`config.mk`:
```
export PLATFORM = sky130hd
export DESIGN_NAME = alu_mul_sequencer
export DESIGN_NICKNAME = d
export VERILOG_FILES = /design/src/rtl/alu_mul_sequencer.sv
export SDC_FILE = /design/constraint.sdc
export NUM_CORES = 1
export LEC_CHECK = 0
export CAP_MARGIN = 0
export CORE_UTILIZATION = 49
export DETAILED_ROUTE_END_ITERATION = 8
export PLACE_DENSITY = 0.91
export SLEW_MARGIN = 10
export SYNTH_ARGS = -nofsm -noshare
export SYNTH_HDL_FRONTEND = slang
export SYNTH_SLANG_ARGS = --single-unit
```
`constraint.sdc`:
```
create_clock -name clk -period 2.4 [get_ports clk]
set_clock_uncertainty 0.05 [all_clocks]
set_input_delay 0.48 -clock clk [delete_from_list [all_inputs] [get_ports clk]]
set_output_delay 0.48 -clock clk [all_outputs]
set_load 0.02 [all_outputs]
```
`src/rtl/alu_mul_sequencer.sv`:
```
// Multi-cycle controller in front of a 32-bit ALU: runs shift-add unsigned
// multiplies through the ALU ADD op, or issues a single pass-through ALU op.
module alu_mul_sequencer #(
  parameter logic EARLY_EXIT = 1'b1
) (
  input  logic        clk,
  input  logic        rst_n,
  input  logic        req_valid,
  output logic        req_ready,
  input  logic        req_op,
  input  logic [2:0]  req_ctrl,
  input  logic [31:0] req_a,
  input  logic [31:0] req_b,
  output logic        rsp_valid,
  input  logic        rsp_ready,
  output logic [31:0] rsp_result,
  output logic        rsp_zero,
  output logic [31:0] alu_a,
  output logic [31:0] alu_b,
  output logic [3:0]  alu_ctrl,
  input  logic [31:0] alu_result,
  input  logic        alu_zero
);

  typedef enum logic [1:0] {
    IDLE     = 2'd0,
    MUL_STEP = 2'd1,
    PASS     = 2'd2,
    DONE     = 2'd3
  } state_t;

  state_t      state, state_next;
  logic [31:0] acc;
  logic [31:0] mcand;
  logic [31:0] mplier;
  logic [5:0]  step_cnt;
  logic [2:0]  op_ctrl;
  logic        mul_done;

  assign mul_done = (step_cnt == 6'd32) || (EARLY_EXIT && (mplier == '0));

  always_ff @(posedge clk or negedge rst_n) begin
    if (!rst_n) state <= IDLE;
    else        state <= state_next;
  end

  always_comb begin
    state_next = state;
    req_ready  = 1'b0;
    rsp_valid  = 1'b0;
    alu_a      = '0;
    alu_b      = '0;
    alu_ctrl   = '0;
    case (state)
      IDLE: begin
        req_ready = 1'b1;
        if (req_valid) state_next = req_op ? PASS : MUL_STEP;
      end
      MUL_STEP: begin
        alu_a    = acc;
        alu_b    = mcand;
        alu_ctrl = 4'b0010;
        if (mul_done) state_next = DONE;
      end
      PASS: begin
        alu_a      = acc;
        alu_b      = mcand;
        alu_ctrl   = {1'b0, op_ctrl};
        state_next = DONE;
      end
      DONE: begin
        rsp_valid = 1'b1;
        if (rsp_ready) state_next = IDLE;
      end
      default: state_next = IDLE;
    endcase
  end

  // A PASS op parks its operands in acc/mcand, which feed the ALU in both busy states.
  always_ff @(posedge clk or negedge rst_n) begin
    if (!rst_n) begin
      acc        <= '0;
      mcand      <= '0;
      mplier     <= '0;
      step_cnt   <= '0;
      op_ctrl    <= '0;
      rsp_result <= '0;
      rsp_zero   <= 1'b0;
    end else begin
      case (state)
        IDLE: begin
          if (req_valid) begin
            if (!req_op) begin
              acc      <= '0;
              mcand    <= req_a;
              mplier   <= req_b;
              step_cnt <= '0;
            end else begin
              acc     <= req_a;
              mcand   <= req_b;
              op_ctrl <= req_ctrl;
            end
          end
        end
        MUL_STEP: begin
          if (mul_done) begin
            rsp_result <= acc;
            rsp_zero   <= (acc == '0);
          end else begin
            if (mplier[0]) acc <= alu_result;
            mcand    <= {mcand[30:0], 1'b0};
            mplier   <= {1'b0, mplier[31:1]};
            step_cnt <= step_cnt + 6'd1;
          end
        end
        PASS: begin
          rsp_result <= alu_result;
          rsp_zero   <= alu_zero;
        end
        default: ;
      endcase
    end
  end

endmodule

```
### Word level (Yosys, flattened, before mapping)

Index checks and enable logic that the tools add are counted.

| word-level totals | value |
|---|---|
| word-level logic and storage cells | 63 |
| input bits | 105 |
| register bits after elaboration | 140 |
| output and inout port bits | 103 |

| operators by class | value |
|---|---|
| reductions and logical operators | 13 |
| equality and inequality tests | 10 |
| $add $sub $neg | 1 |
| mux-type cells | 31 |

Operators by type and width:

| cell | count |
|---|---|
| two-way mux 32 bit | 13 |
| one-hot mux 32 bit (2 select lines) | 4 |
| zero test 32 bit | 2 |
| two-way mux 6 bit | 3 |
| != test 2 bit (second input constant) | 6 |
| one-hot mux 6 bit (2 select lines) | 1 |
| AND reduction 3 bit | 3 |
| two-way mux 2 bit | 4 |
| one-hot mux 2 bit (4 select lines) | 1 |
| AND reduction 4 bit | 2 |
| adder 6 x 1 -> 6 bit (second input constant) | 1 |
| == test 6 bit (second input constant) | 1 |
| one-hot mux 3 bit (2 select lines) | 1 |
| == test 2 bit (second input constant) | 2 |
| nonzero test 2 bit | 2 |
| two-way mux 1 bit | 3 |
| == test 2 x 1 -> 1 bit (second input constant) | 1 |
| zero test 2 bit | 1 |
| one-hot mux 1 bit (2 select lines) | 1 |
| AND reduction 2 bit | 1 |
| OR reduction 2 bit | 1 |
| logical OR 1 bit | 1 |

### Depth between registers and ports, before layout

| depth | value |
|---|---|
| depth in word-level cells | 4 |
| mapped depth | 10 |
| depth with buffers taken out | 7 |

### Worst setup path after synthesis

Ideal clock, no wire load.

| timing | value |
|---|---|
| path type | reg2out |
| start | reg state[1] |
| end | out alu_ctrl[1] |
| stages on the path, launching flop included | 8 |
| slack | 0.157 ns |
| required time | 1.870 ns |
| path buffers | 3 |
| arrival time | 1.713 ns |
| cells stage by stage | dfrtp_1 -> inv_1 -> ha_1 -> buf_2 -> buf_1 -> clkbuf_1 -> a21oi_1 -> nor2b_1 |

| between the ends | value |
|---|---|
| longest elaborated chain between the ends | 2 |
| elaborated cells between the ends (all ways) | 3 |
| classes of those cells | 2 x eq/ne; 1 x mux |

Ends and longest elaborated chain:

| item | RTL line | source |
|---|---|---|
| start, declared | 32 | `state_t state, state_next;` |
| start signal, assigned | 44 | `else state <= state_next;` |
| == test 2 bit / == test 2 x 1 -> 1 bit (equally long branches) | 54 | `case (state)` |
| one-hot mux 3 bit (2 select lines) (*) | 54 |  |
| end, declared | 20 | `output logic [3:0] alu_ctrl,` |

Every way passes the cells marked *; elsewhere a longest branch is shown, timed or not.

### Final worst setup path

| timing | value |
|---|---|
| start | reg state[1] |
| end | out alu_b[20] |

| between the ends | value |
|---|---|
| longest elaborated chain between the ends | 3 |
| elaborated cells between the ends (all ways) | 4 |
| classes of those cells | 2 x eq/ne; 1 x mux; 1 x reduce/logical |

Ends and longest elaborated chain:

| item | RTL line | source |
|---|---|---|
| == test 2 x 1 -> 1 bit / == test 2 bit (equally long branches) | 54 |  |
| OR reduction 2 bit (no source line) (*) | n/a |  |
| two-way mux 32 bit (*) | 54 |  |
| end, declared | 19 | `output logic [31:0] alu_b,` |

Marked as above.

==> results.yml <==
outcome:
  run_status: "finished clean"
grt:
  grt_max_degree: 119
  vias_in_the_first_global_route: 6261
  grt_first_pass_wirelength_um: 32800
  initial_antenna_violation_count: 0
  grt.overflow.total: 0
  track_usage_pct: 26.2
setup_path:
  critical_path_arrival_ns: 1.84
  path_max_fanout: 15
  cp.required_ns: 1.87
  startpoint_of_the_lowest_slack_register_to_register_path: "mplier[5]"
  rrSetupSlack_ns: 0.07
  path_depth_of_the_worst_reg2reg_path: 6
  critPathKind: "flip-flop to output port"
  rr_endpoint: "rsp_result[4]"
  timing.critical_path.to_type: "output port"
  setup.worst_path.start_class: "flip-flop"
clock_tree:
  clockBufferDepth: 2
  cts.reportedPaths.clkPinSlew_ns: 0.06
  number_of_clock_sinks: 140
  cts_inserted_buffers: 17
  cts.htree.levels: 4
  cts_root_buffer: "sky130_fd_sc_hd__clkbuf_16"
  tritoncts: "built"
  clkLatencyLatePin_ns: 0.42
finish:
  layout.area.seq_um2: 3500
  p_r_area_growth_vs_syn_pct: 38.2
  layout.cells.most_common: "sky130_fd_sc_hd__mux2_2"
  layout.filler_cells: 1073
  layout-drive-gt1-share_pct: 31.9
  num-nets-final: 987
  multi_input_area_um2: 4060
  antenna-diode-count: 0
  final_util_pct: 69.9
  commonest_non_fill_non_tap_cells_in_the_layout: "sky130_fd_sc_hd__mux2_2 (143), sky130_fd_sc_hd__dfrtp_1 (140), sky130_fd_sc_hd__clkdlybuf4s50_1 (137)"
logic_synthesis:
  number_of_synthesized_flops_with_an_enable_pin: 0
  postSynthNetCount: 776
  commonest_register_cell_after_synthesis: "sky130_fd_sc_hd__dfrtp_1"
  synth.cell_area_um2: 7750
  post_synth_inst_count: 665
  async_flop_share_pct: 100
  ys_seq_area_share_pct: 45.2
  biggest_area_consumer_among_synthesized_cells: "sky130_fd_sc_hd__dfrtp_1"
  post_synth_main_area_contributors: "sky130_fd_sc_hd__dfrtp_1 (45%), sky130_fd_sc_hd__mux2_2 (21%), sky130_fd_sc_hd__mux2_1 (7.6%)"
  synth_warnings: 0
  syn_area_per_cell_um2: 11.6
  yosys_register_bits: 140
  synth.distinct_cells: 33
  synth_top_cell_area_share_pct: 45.2
timing:
  post-route-min-period_ns: 2.37
  max_slew.worst_pin.slew_ns: 0.546
  hold_viol_final: 0
  max-slew-margin-rel_pct: 63.6
  fin_setup_tns_ns: 0
  post-route-period-util_pct: 98.7
  max_freq_ghz: 0.422
  timing.final.max_slew_violations: 0
  setup_repair_after_global_routing_missed_its_margin: "true"
  setup_viol: 0
routing:
  route.antenna.remaining_nets: 0
  route.detailed.wl_per_inst_um: 20.2
  initialDrtViolationCount: 309
  finalWirelength_um: 22200
  routed_via_density: 5.67
  first_pass_iters: 5
  post-route-drc-count: 0
  num_vias: 6242
die:
  placeableCoreArea_um2: 15300
  row_count: 45
  io-pin-count: 208
  die_extent_in_y_um: 128
  overall_die_area_um2: 16300
  initial_core_utilization_pct: 50.6
  die_w_um: 128
placed_design:
  place.gp.congestion: 0.839
  port-buffer-count: 206
  dp_hpwl_um: 15000
power:
  power.leakage_uw: 0.00472
  cellPowerDensity_nw_per_um2: 1620
  peak_supply_drop_uv: 757
worst_hold_path:
  timing.hold.worst.class: "flip-flop to flip-flop"
  min-delay-start: "rsp_result[9]"
  holdPathStages: 1
  whs_endpoint: "rsp_result[9]"
job:
  timing.max_cap.violations: 0
-- flip-flops by register name, summed over array words and instances (netlist names) --
name,cells
acc,32
state,2
rsp_result,32
step_cnt,6
rsp_zero,1
op_ctrl,3
mcand,32
mplier,32
-- layer usage --
layer	part of all wire (%)	global-route usage, %	vias to the layer above	routed length, µm
li1	-	-	2818	-
met1	42	32.4	3133	9340
met2	50	45.4	246	11200
met3	5.1	5.05	45	1140
met4	2.4	9.55	0	527
met5	0	0	-	0
-- power breakdown --
group          total (µW)  internal (µW)  leakage, µW  switching [µW]
Sequential           4510           3580      0.00171             935
Clock                2870           1850     0.000314            1010
Combinational        9930           5020      0.00269            4910
-- final cells by class --
class,count,share of cell area [%]
inverters,8,0.281
repair buffers,240,20.6
clock inverters,9,1.48
multi-input cells,469,37.9
clock buffers,23,4.56
flip-flops and latches,140,32.7
well taps,211,2.47
-- synth_stat cells, types with 2 or more instances --
master / instances
sky130_fd_sc_hd__mux2_2: 143
sky130_fd_sc_hd__dfrtp_1: 140
sky130_fd_sc_hd__and2_1: 64
sky130_fd_sc_hd__mux2_1: 52
sky130_fd_sc_hd__nand2_1: 45
sky130_fd_sc_hd__mux2i_1: 34
sky130_fd_sc_hd__o21ai_0: 34
sky130_fd_sc_hd__a22o_1: 31
sky130_fd_sc_hd__clkbuf_1: 27
sky130_fd_sc_hd__nor4_1: 16
sky130_fd_sc_hd__buf_2: 11
sky130_fd_sc_hd__nand3_1: 9
sky130_fd_sc_hd__inv_1: 8
sky130_fd_sc_hd__ha_1: 6
sky130_fd_sc_hd__buf_1: 5
sky130_fd_sc_hd__buf_4: 5
sky130_fd_sc_hd__or4_1: 5
sky130_fd_sc_hd__o211ai_1: 4
sky130_fd_sc_hd__nand4_1: 3
sky130_fd_sc_hd__nor2_1: 3
sky130_fd_sc_hd__nor2b_1: 3
sky130_fd_sc_hd__a21boi_1: 2
sky130_fd_sc_hd__a21oi_2: 2
sky130_fd_sc_hd__and3_1: 2
sky130_fd_sc_hd__nand2b_1: 2
sky130_fd_sc_hd__nor3_1: 2
-- stage by stage --
stage / hold WS, ns / cells / setup WS [ns] / cell area (µm²) / total power, µW
final: 0.438 / 1100 / 0.0304 / 10700 / 17300
after global placement: 0.417 / 1063 / 0.144 / 10200 / 14200
after CTS: 0.438 / 1097 / -0.00828 / 10900 / 17200
after global routing: 0.454 / 1100 / -0.00704 / 10700 / 18200
after detailed placement: 0.425 / 1063 / 0.0700 / 10200 / 14500
after floorplan: 0.134 / 665 / 0.157 / 7750 / 10500
-- critical path, cell delays in order (launching register included) --
cell and delay [ns]:
sky130_fd_sc_hd__dfrtp_1 0.37, sky130_fd_sc_hd__inv_1 0.09, sky130_fd_sc_hd__ha_4 0.39, sky130_fd_sc_hd__buf_12 0.17
sky130_fd_sc_hd__and2_1 0.14, sky130_fd_sc_hd__clkdlybuf4s15_2 0.25
-- repair_timing --
| action | 4_1_cts | 5_1_grt |
|---|---|---|
| endpoints found under the hold margin | 50 | 0 |
| endpoints found under the setup margin | 67 | 63 |
| gates cloned | 0 | 3 |
| hold buffers | 1 | 0 |
| setup buffers | 1 | 0 |
| resized for setup | 195 | 63 |
| pin swaps | 0 | 0 |
-- cell families after synthesis --
| logic type | after synthesis | synth area share [%] |
|---|---|---|
| AO/OA/AOI/OAI | 79 | 7.09 |
| adder cells (fa/ha/maj) | 6 | 0.969 |
| buffers and inverters | 56 | 3.13 |
| flip-flops | 140 | 45.2 |
| multiplexers | 229 | 32.7 |
| other | 1 | 0.0484 |
| AND/OR/NAND/NOR | 154 | 10.8 |
-- how the worst max path moves through the flow --
stage,from,to,slack (ns),depth (start not counted)
detailed placement,state[1],alu_a[16],0.07,5
global route,state[1],mplier[2],-0.007,10
global placement,state[1],alu_ctrl[2],0.14,5
floorplan,state[1],alu_ctrl[1],0.16,7
CTS,state[1],alu_a[21],-0.008,5
finish,state[1],alu_b[20],0.03,5
Note: power is estimated with default switching activity, not from simulation.
